File: src/rtl/wave_scheduler.sv
// Stage spawn sequencer: releases enemy groups on tick-based delays or, in
// clear-advance mode, as soon as every spawned enemy is dead.
module wave_scheduler #(
   parameter int ENEMY_COUNT = 23,
   parameter int GROUP_COUNT = 3,
   parameter int TICK_DIV    = 25_000_000,
   parameter logic [GROUP_COUNT*ENEMY_COUNT-1:0] GROUP_MASKS = {23'h600000, 23'h1E0000, 23'h01FFFF},
   parameter logic [GROUP_COUNT*8-1:0]           GROUP_DELAY = {8'd10, 8'd10, 8'd0}
) (
   input  logic                               clk25,
   input  logic                               global_reset_n,
   input  logic                               start,
   input  logic                               pause,
   input  logic                               mode,
   input  logic [ENEMY_COUNT-1:0]             enemy_alive_out,
   output logic [ENEMY_COUNT-1:0]             enemy_alive_in,
   output logic [GROUP_COUNT-1:0]             group_reset,
   output logic [$clog2(GROUP_COUNT+1)-1:0]   group_idx,
   output logic                               wave_clear,
   output logic                               stage_done,
   output logic [3:0]                         round
);

   localparam int IDX_W = $clog2(GROUP_COUNT + 1);
   localparam int PRE_W = (TICK_DIV > 1) ? $clog2(TICK_DIV) : 1;

   typedef enum logic [2:0] {IDLE, WAIT, SPAWN, LAST, DONE} state_t;

   state_t                 state, state_nxt;
   logic [PRE_W-1:0]       presc;
   logic [7:0]             dcnt;
   logic [7:0]             dcnt_nxt;
   logic [ENEMY_COUNT-1:0] spawned_mask;
   logic [ENEMY_COUNT-1:0] live;
   logic                   live_any;
   logic                   live_prev;
   logic                   mode_q;
   logic                   tick;
   logic                   delay_hit;
   logic                   clear_hit;
   logic                   start_ok;
   logic                   spawn_go;

   function automatic logic [ENEMY_COUNT-1:0] mask_of(input logic [IDX_W-1:0] g);
      mask_of = '0;
      for (int i = 0; i < GROUP_COUNT; i++)
         if (g == IDX_W'(i)) mask_of = GROUP_MASKS[i*ENEMY_COUNT +: ENEMY_COUNT];
   endfunction

   function automatic logic [7:0] delay_of(input logic [IDX_W-1:0] g);
      delay_of = '0;
      for (int i = 0; i < GROUP_COUNT; i++)
         if (g == IDX_W'(i)) delay_of = GROUP_DELAY[i*8 +: 8];
   endfunction

   assign live      = enemy_alive_out & spawned_mask;
   assign live_any  = |live;
   assign tick      = !pause && (presc == PRE_W'(TICK_DIV - 1));
   assign dcnt_nxt  = (tick && dcnt != 8'hFF) ? dcnt + 8'd1 : dcnt;
   // Look ahead by one tick so a delay of N ticks spans exactly N*TICK_DIV cycles spawn-to-spawn
   assign delay_hit = dcnt_nxt >= delay_of(group_idx);
   assign clear_hit = mode_q && (spawned_mask != '0) && !live_any;

   always_comb begin
      state_nxt = state;
      start_ok  = 1'b0;
      spawn_go  = 1'b0;
      unique case (state)
         IDLE, DONE: begin
            if (start) begin
               state_nxt = WAIT;
               start_ok  = 1'b1;
            end
         end
         WAIT: begin
            if (delay_hit || clear_hit) begin
               state_nxt = SPAWN;
               spawn_go  = 1'b1;
            end
         end
         SPAWN: state_nxt = (group_idx == IDX_W'(GROUP_COUNT - 1)) ? LAST : WAIT;
         LAST:  if (!live_any) state_nxt = DONE;
         default: state_nxt = IDLE;
      endcase
   end

   always_comb begin
      group_reset = '0;
      for (int i = 0; i < GROUP_COUNT; i++)
         if (state == SPAWN && group_idx == IDX_W'(i)) group_reset[i] = 1'b1;
   end

   always_ff @(posedge clk25 or negedge global_reset_n) begin
      if (!global_reset_n) begin
         state          <= IDLE;
         presc          <= '0;
         dcnt           <= '0;
         spawned_mask   <= '0;
         live_prev      <= 1'b0;
         mode_q         <= 1'b0;
         enemy_alive_in <= '0;
         group_idx      <= '0;
         wave_clear     <= 1'b0;
         stage_done     <= 1'b0;
         round          <= '0;
      end else begin
         state      <= state_nxt;
         live_prev  <= live_any;
         wave_clear <= live_prev && !live_any && (spawned_mask != '0);

         // Spawned bits are ORed in, so a same-cycle kill cannot win
         if (state == SPAWN)
            enemy_alive_in <= enemy_alive_out | mask_of(group_idx);
         else
            enemy_alive_in <= enemy_alive_out;

         if (start_ok || spawn_go) begin
            presc <= '0;
            dcnt  <= '0;
         end else if (!pause) begin
            presc <= tick ? '0 : presc + PRE_W'(1);
            dcnt  <= dcnt_nxt;
         end

         if (start_ok) begin
            group_idx    <= '0;
            spawned_mask <= '0;
            stage_done   <= 1'b0;
            mode_q       <= mode;
         end

         if (state == SPAWN) begin
            spawned_mask <= spawned_mask | mask_of(group_idx);
            group_idx    <= group_idx + IDX_W'(1);
         end

         if (state == LAST && state_nxt == DONE) begin
            stage_done <= 1'b1;
            round      <= round + 4'd1;
         end
      end
   end

endmodule
File: config.mk
export PLATFORM = sky130hd
export DESIGN_NAME = wave_scheduler
export DESIGN_NICKNAME = d
export VERILOG_FILES = /design/src/rtl/wave_scheduler.sv
export SDC_FILE = /design/constraint.sdc
export NUM_CORES = 1
export LEC_CHECK = 0
export BUFFER_PORTS_ARGS = -buffer_cell sky130_fd_sc_hd__buf_2
export CORE_AREA = 2 2 105 76
export CTS_CLUSTER_SIZE = 24
export DETAILED_ROUTE_END_ITERATION = 10
export DIE_AREA = 0 0 107 78
export GPL_TIMING_DRIVEN = 0
export PLACE_DENSITY = 0.78
export SYNTH_ARGS = -nofsm -noshare
export SYNTH_HDL_FRONTEND = slang
export SYNTH_SLANG_ARGS = --single-unit
export TNS_END_PERCENT = 5
File: constraint.sdc
create_clock -name clk25 -period 6.9 [get_ports clk25]
set_input_delay 1.725 -clock clk25 [delete_from_list [all_inputs] [get_ports clk25]]
set_output_delay 1.725 -clock clk25 [all_outputs]
set_load 0.005 [all_outputs]
==> flow_metrics.env, run 1 <==
export IMPL_p_per_area_nw_per_um2=306.6
export IMPL_cp_cell_sequence="buf_2 > nor2b_2 > nand4_2 > nor4_4 > mux2i_1 > ha_1 > nor2b_1 > o41ai_1 > o211ai_2 > o21ai_1 > o41a_1 > buf_2 > a21oi_1"
export IMPL_timing_final_crit_period_ps=4291
export IMPL_synth_distinct_cells=51
export IMPL_final_common_cell="dfrtp_1"
export IMPL_swShare_pct=35.61
export IMPL_cp_arrival_ps=4570
export IMPL_fin_setup_tns_ps=0
export IMPL_fillers=561
export IMPL_routed_via_density=5.635
export IMPL_hold_viol_final=0
export IMPL_ys_ff_latch=92
export IMPL_die_h_um=78
export IMPL_hpwl_um=6684
export IMPL_cp_start_kind="primary input"
export IMPL_grt_pass1_vias=3284
export IMPL_antenna_found_initial=0
export IMPL_worst_slew_pin_transition_ps=806.9
export IMPL_crit_required_ps=7180
export IMPL_clkSinkCount=92
export IMPL_numCtsBuffers=9
export IMPL_path_class="in2reg"
export IMPL_grt_usage_pct=24.40
export IMPL_routedWlPerCell_um=15.34
export IMPL_design_area_um2=4927
export IMPL_hp_start="round[3]$_DFFE_PN0P_"
export IMPL_core_um2=7254
export IMPL_port_buffers=60
export IMPL_areaGrowthSynthToFinish_pct=14.28
export IMPL_gp_congestion=0.8673
export IMPL_synth_seq_area_share_pct=53.40
export IMPL_cts_root_buf="clkbuf_8"
export IMPL_grt_max_degree=71
export IMPL_syn_avg_cell_area_um2=10.22
export IMPL_fp_row_count=26
export IMPL_startpoint="pause"
export IMPL_clk_latency_ps=360
export IMPL_synthFlopType="dfrtp_1"
export IMPL_status="completed"
export IMPL_end_kind="flop"
export IMPL_timing_max_cap_violations=0
export IMPL_p_comb_share_pct=29.3
export IMPL_period_share_pct=62.19
export IMPL_clk_path_buf_depth=2
export IMPL_first_pass_iters=5
export IMPL_slew_violations=0
export IMPL_peakVddDrop_mv=0.1839
export IMPL_final_cell_mix="dfrtp_1, nor2_1, buf_2"
export IMPL_p_leak_nw=2.226
export IMPL_die_x_um=107
export IMPL_diodes=0
export IMPL_die_area_um2=8346
export IMPL_grt_overflow_total=0
export IMPL_cts_hold_buf=0
export IMPL_relSlewSlack_pct=45.79
export IMPL_synth_edf_count=0
export IMPL_critPathSlowestCell="nor4_4"
export IMPL_syn_cell_area_um2=4312
export IMPL_nNetsFinal=532
export IMPL_synth_warnings=0
export IMPL_intPower_mw=0.9725
export IMPL_dr_total_vias=3353
export IMPL_cts_tree="built"
export IMPL_rsz0062_at_grt="false"
export IMPL_drt_drc_violations_left=0
export IMPL_slowest_delay_ps=410
export IMPL_synthArstFlopShare_pct=100.0
export IMPL_p_sw_mw=0.5379
export IMPL_io_pins=62
export IMPL_grt_pass1_wl_um=16100
export IMPL_crit_fanout=10
export IMPL_cts_resized=0
export IMPL_syn_inst=422
export IMPL_syn_num_nets=460
export IMPL_cts_setup_buffers=0
export IMPL_p_seq_share_pct=49.9
export IMPL_regToRegStartpoint="presc[0]$_DFFE_PN0P_"
export IMPL_crit_path_frequent_cell="buf_2"
export IMPL_placed_cell_area_um2=4765
export IMPL_ant_nets=0
export IMPL_drt_total_wl_um=9126
export IMPL_clkPwrFrac_pct=20.7
export IMPL_hold_path_class="reg2reg"
export IMPL_start_util_pct=59.43
export IMPL_clock_fmax_mhz=233.0
export IMPL_fin_worst_skew_ps=19.10
export IMPL_drive_above_1_share_pct=24.14
export IMPL_h_tree_depth=3
export IMPL_dr_first_iter_drc_count=275
export IMPL_finalSetupViolations=0
export IMPL_clk_pin_slew_ps=90
metal layers:
metal / vias up / wire length [um] / global-route usage, %
met2: 111 / 3947 / 34.46
met5: - / 0 / 0
met3: 4 / 631 / 5.714
met4: 0 / 32 / 6.104
li1: 1604 / - / -
met1: 1634 / 4515 / 37.92
synth_stat cells (4+ instances only):
cell type,number,area [um2]
clkbuf_1,13,48.80
a22oi_1,10,75.07
or2_2,24,150.1
nor4_1,9,56.30
mux2i_1,5,50.05
xor2_1,8,70.07
xnor2_1,14,122.6
nand2_1,19,71.32
inv_1,11,41.29
nor3b_1,6,45.04
ha_1,10,125.1
nand3_1,17,85.08
nor3_1,9,45.04
nor2_1,75,281.5
and2_1,4,25.02
dfrtp_1,92,2302
o21ai_0,12,60.06
nand4_1,8,50.05
and4_1,6,52.55
a21oi_1,14,70.07
nor2b_1,5,31.28
nor3_2,6,60.06
cell type report:
type	count	area, um2	share of cell area (%)
clock inverter	5	38.79	0.7872
tap	98	122.6	2.489
inverter	11	41.29	0.8380
multi-input combinational	301	1889	38.34
sequential	92	2302	46.72
timing repair buffer	61	330.3	6.704
clock buffer	9	123.9	2.514
buffer	18	78.83	1.600
through the flow:
step                      setup slack, ps  power [mW]  hold slack, ps  utilization [%]  instances
after floorplan                      2715       1.042           451.3                -        422
after global placement               2317       1.183           452.7            65.26        580
after detailed placement             2297       1.208           457.5            65.68        581
after CTS                            2652       1.520           473.6            67.92        595
after global routing                 2356       1.625           493.5            67.92        595
final                                2609       1.510           468.4            67.92        595
registers in the layout, indices dropped and copies added (netlist names), 2 cells and up:
name and cells:
dcnt 8, group_idx 2, enemy_alive_in 23, spawned_mask 23, state 3, presc 25
round 4
power groups by stage:
stage / sequential (mW) / combinational (mW) / clock [mW]
2_1_floorplan: 0.740 / 0.302 / 0
3_3_place_gp: 0.755 / 0.428 / 0
3_5_place_dp: 0.761 / 0.447 / 0
4_1_cts: 0.751 / 0.448 / 0.321
5_1_grt: 0.770 / 0.512 / 0.343
6_report: 0.754 / 0.443 / 0.313
cell families after synthesis:
family	synth area share, %
buffers and inverters	2.786
DFF	53.40
xor gates and xnor gates	4.469
AOI/OAI and AO/OA	7.429
adders and majority gates	2.902
muxes	1.683
and+or+nand+nor	27.34
critical path, delay by kind of cell:
kind	cells	cell delay, ps
AOI/OAI and AO/OA	5	800
adders and majority gates	1	210
buffers and inverters	2	390
muxes	1	290
and+or+nand+nor	4	1130
worst paths after layout:
| check | endpoint | slack [ps] | cells past startpoint |
|---|---|---|---|
| max in group asynchronous | presc[24]$_DFFE_PN0P_ | 4990 | 2 |
| worst min-delay path | round[3]$_DFFE_PN0P_ | 470 | 1 |
| worst max register to register | presc[19]$_DFFE_PN0P_ | 3490 | 13 |
| worst min register to register | round[3]$_DFFE_PN0P_ | 470 | 1 |
| worst max-delay path | presc[19]$_DFFE_PN0P_ | 2610 | 13 |
| min in group asynchronous | round[3]$_DFFE_PN0P_ | 1260 | 1 |
(Power assumes the default switching activity.)
==> run 2, diff against run 1 <==
--- a/config.mk
+++ b/config.mk
@@ -6,12 +6,12 @@
 export NUM_CORES = 1
 export LEC_CHECK = 0
 export BUFFER_PORTS_ARGS = -buffer_cell sky130_fd_sc_hd__buf_2
-export CORE_AREA = 2 2 105 76
+export CORE_AREA = 2 2 113 82
 export CTS_CLUSTER_SIZE = 24
 export DETAILED_ROUTE_END_ITERATION = 10
-export DIE_AREA = 0 0 107 78
+export DIE_AREA = 0 0 115 84
 export GPL_TIMING_DRIVEN = 0
-export PLACE_DENSITY = 0.78
+export PLACE_DENSITY = 0.7
 export SYNTH_ARGS = -nofsm -noshare
 export SYNTH_HDL_FRONTEND = slang
 export SYNTH_SLANG_ARGS = --single-unit
==> constraint.sdc (replaced) <==
create_clock -name clk25 -period 3.6 [get_ports clk25]
set_input_delay 0.9 -clock clk25 [delete_from_list [all_inputs] [get_ports clk25]]
set_output_delay 0.9 -clock clk25 [all_outputs]
set_load 0.005 [all_outputs]
==> run 2 against run 1 <==
Compared with the run above: worst hold slack worse by 2.3 ps; largest cell class unchanged; global-route usage down 3.0 points; die area up 16%; clock-buffer cell count up 2; critical path type unchanged; clock power rose to 2.8 times the previous value.
==> flow_metrics.env, run 2 (synthesis results as in run 1) <==
export IMPL_finalSetupViolations=0
export IMPL_fin_worst_skew_ps=6.852
export IMPL_place_inst=591
export IMPL_largestRegisters="presc: 25 flops, enemy_alive_in: 23 flops, spawned_mask: 23 flops"
export IMPL_clk_path_buf_depth=2
export IMPL_worstPathBufferInverterCount=2
export IMPL_core_um2=8708
export IMPL_port_buffers=60
export IMPL_slowest_delay_ps=400
export IMPL_antenna_found_initial=0
export IMPL_hp_start="round[3]$_DFFE_PN0P_"
export IMPL_dr_first_iter_drc_count=188
export IMPL_reg2reg_slack_ps=370
export IMPL_cp_start_kind="primary input"
export IMPL_slew_violations=0
export IMPL_first_pass_iters=4
export IMPL_routedWlPerCell_um=15.83
export IMPL_crit_path_frequent_cell="buf_2"
export IMPL_timing_max_cap_violations=0
export IMPL_crit_fanout=10
export IMPL_hold_viol_final=0
export IMPL_gp_congestion=0.8369
export IMPL_fp_row_count=29
export IMPL_die_x_um=115
export IMPL_grt_pass1_vias=3236
export IMPL_worst_slew_pin_transition_ps=806.5
export IMPL_clk_pin_slew_ps=60
export IMPL_rsz0062_at_grt="false"
export IMPL_fillers=759
export IMPL_hpwl_um=6987
export IMPL_grt_usage_pct=21.44
export IMPL_power_mw=3.186
export IMPL_cp_arrival_ps=3570
export IMPL_peakVddDrop_mv=0.3747
export IMPL_cts_tree="built"
export IMPL_routed_via_density=5.495
export IMPL_regMostFlops="presc"
export IMPL_clkSinkCount=92
export IMPL_critPathSlowestCell="nor4_4"
export IMPL_grt_pass1_wl_um=16110
export IMPL_period_share_pct=91.76
export IMPL_drt_drc_violations_left=0
export IMPL_status="completed"
export IMPL_drt_total_wl_um=9623
export IMPL_p_leak_nw=2.291
export IMPL_clock_fmax_mhz=302.7
export IMPL_cp_cell_sequence="buf_2 > nor2b_4 > nand4_4 > nor4_4 > mux2i_1 > ha_1 > nor2b_1 > o41ai_1 > o211ai_2 > o21ai_1 > o41a_1 > buf_2 > a21oi_1"
export IMPL_stdcell_count=608
export IMPL_crit_required_ps=3870
export IMPL_clk_latency_ps=350
export IMPL_nNetsFinal=533
export IMPL_regToRegStartpoint="presc[0]$_DFFE_PN0P_"
export IMPL_ant_nets=0
export IMPL_die_area_um2=9660
export IMPL_dr_total_vias=3341
export IMPL_crit_family="simple AND/OR/NAND/NOR gates"
export IMPL_die_h_um=84
export IMPL_grt_max_degree=57
export IMPL_p_per_area_nw_per_um2=628.8
export IMPL_path_class="in2reg"
export IMPL_drive_above_1_share_pct=24.20
export IMPL_final_common_cell="dfrtp_1"
export IMPL_end_kind="flop"
export IMPL_diodes=0
export IMPL_cts_hold_buf=0
export IMPL_cts_root_buf="clkbuf_16"
export IMPL_relSlewSlack_pct=46.23
export IMPL_startpoint="pause"
export IMPL_register_area_um2=2302
export IMPL_numCtsBuffers=9
export IMPL_areaGrowthSynthToFinish_pct=17.53
export IMPL_timing_final_crit_period_ps=3303
export IMPL_multi_input_comb_area_um2=1903
export IMPL_hold_path_class="reg2reg"
export IMPL_h_tree_depth=3
export IMPL_start_util_pct=49.51
export IMPL_io_pins=62
export IMPL_largest_reg_flops=25
export IMPL_final_cell_mix="dfrtp_1, nor2_1, buf_2"
export IMPL_grt_overflow_total=0
==> run 2: power by group <==
group,switching [mW],leakage (nW),internal [mW]
Clock,0.398,0.122,0.469
Combinational,0.515,1.01,0.360
Sequential,0.180,1.16,1.26
==> run 2: path summary, 6_finish.rpt <==
check,end,cells past startpoint
setup reg to reg,presc[8]$_DFFE_PN0P_,13
min in group asynchronous,spawned_mask[20]$_DFFE_PN0P_,1
setup / recovery,presc[8]$_DFFE_PN0P_,13
hold reg to reg,round[3]$_DFFE_PN0P_,1
hold / removal,round[3]$_DFFE_PN0P_,1
max in group asynchronous,enemy_alive_in[11]$_DFF_PN0_,2
==> run 2: worst register-to-register path, cell delays in order (launching register included) <==
cell and delay [ps]:
dfrtp_1 400, ha_1 220, nor2b_4 270, nand4_4 180, nor4_4 400, mux2i_1 290, ha_1 210, nor2b_1 140
o41ai_1 90, o211ai_2 80, o21ai_1 100, o41a_1 390, buf_2 230, a21oi_1 150
==> run 2: stage by stage <==
step           hold slack [ps]  util [%]  area [um2]  TNS, ps  setup slack [ps]
2_1_floorplan            451.3         -        4312        0             240.4
3_3_place_gp             452.0     54.51        4747    -4982            -184.8
3_5_place_dp             451.9     54.86        4777    -5362            -217.1
4_1_cts                  468.1     57.95        5046        0             142.3
5_1_grt                  490.0     58.19        5067        0             31.50
6_report                 466.1     58.19        5067        0             296.7
==> run 2: routing by layer <==
layer  up-vias  wire length (um)  track usage [%]
met4         0                79            5.367
met5         -                 0                0
met1      1640              4775            32.76
met3         6               578            6.463
met2        77              4190            29.73
li1       1618                 -                -
==> run 2: repair_timing <==
| item | CTS | global route |
|---|---|---|
| gates resized for setup | 0 | 2 |
| endpoints found under the setup margin | 0 | 30 |
| setup buffers | 0 | 1 |
==> run 2: cell type report <==
cell class | count | area share (%)
clock inverter | 5 | 0.7160
clock buffer | 11 | 4.593
sequential | 92 | 45.43
inverter | 11 | 0.8148
buffer | 18 | 1.556
multi-input combinational | 301 | 37.56
timing repair buffer | 62 | 6.667
tap | 108 | 2.667
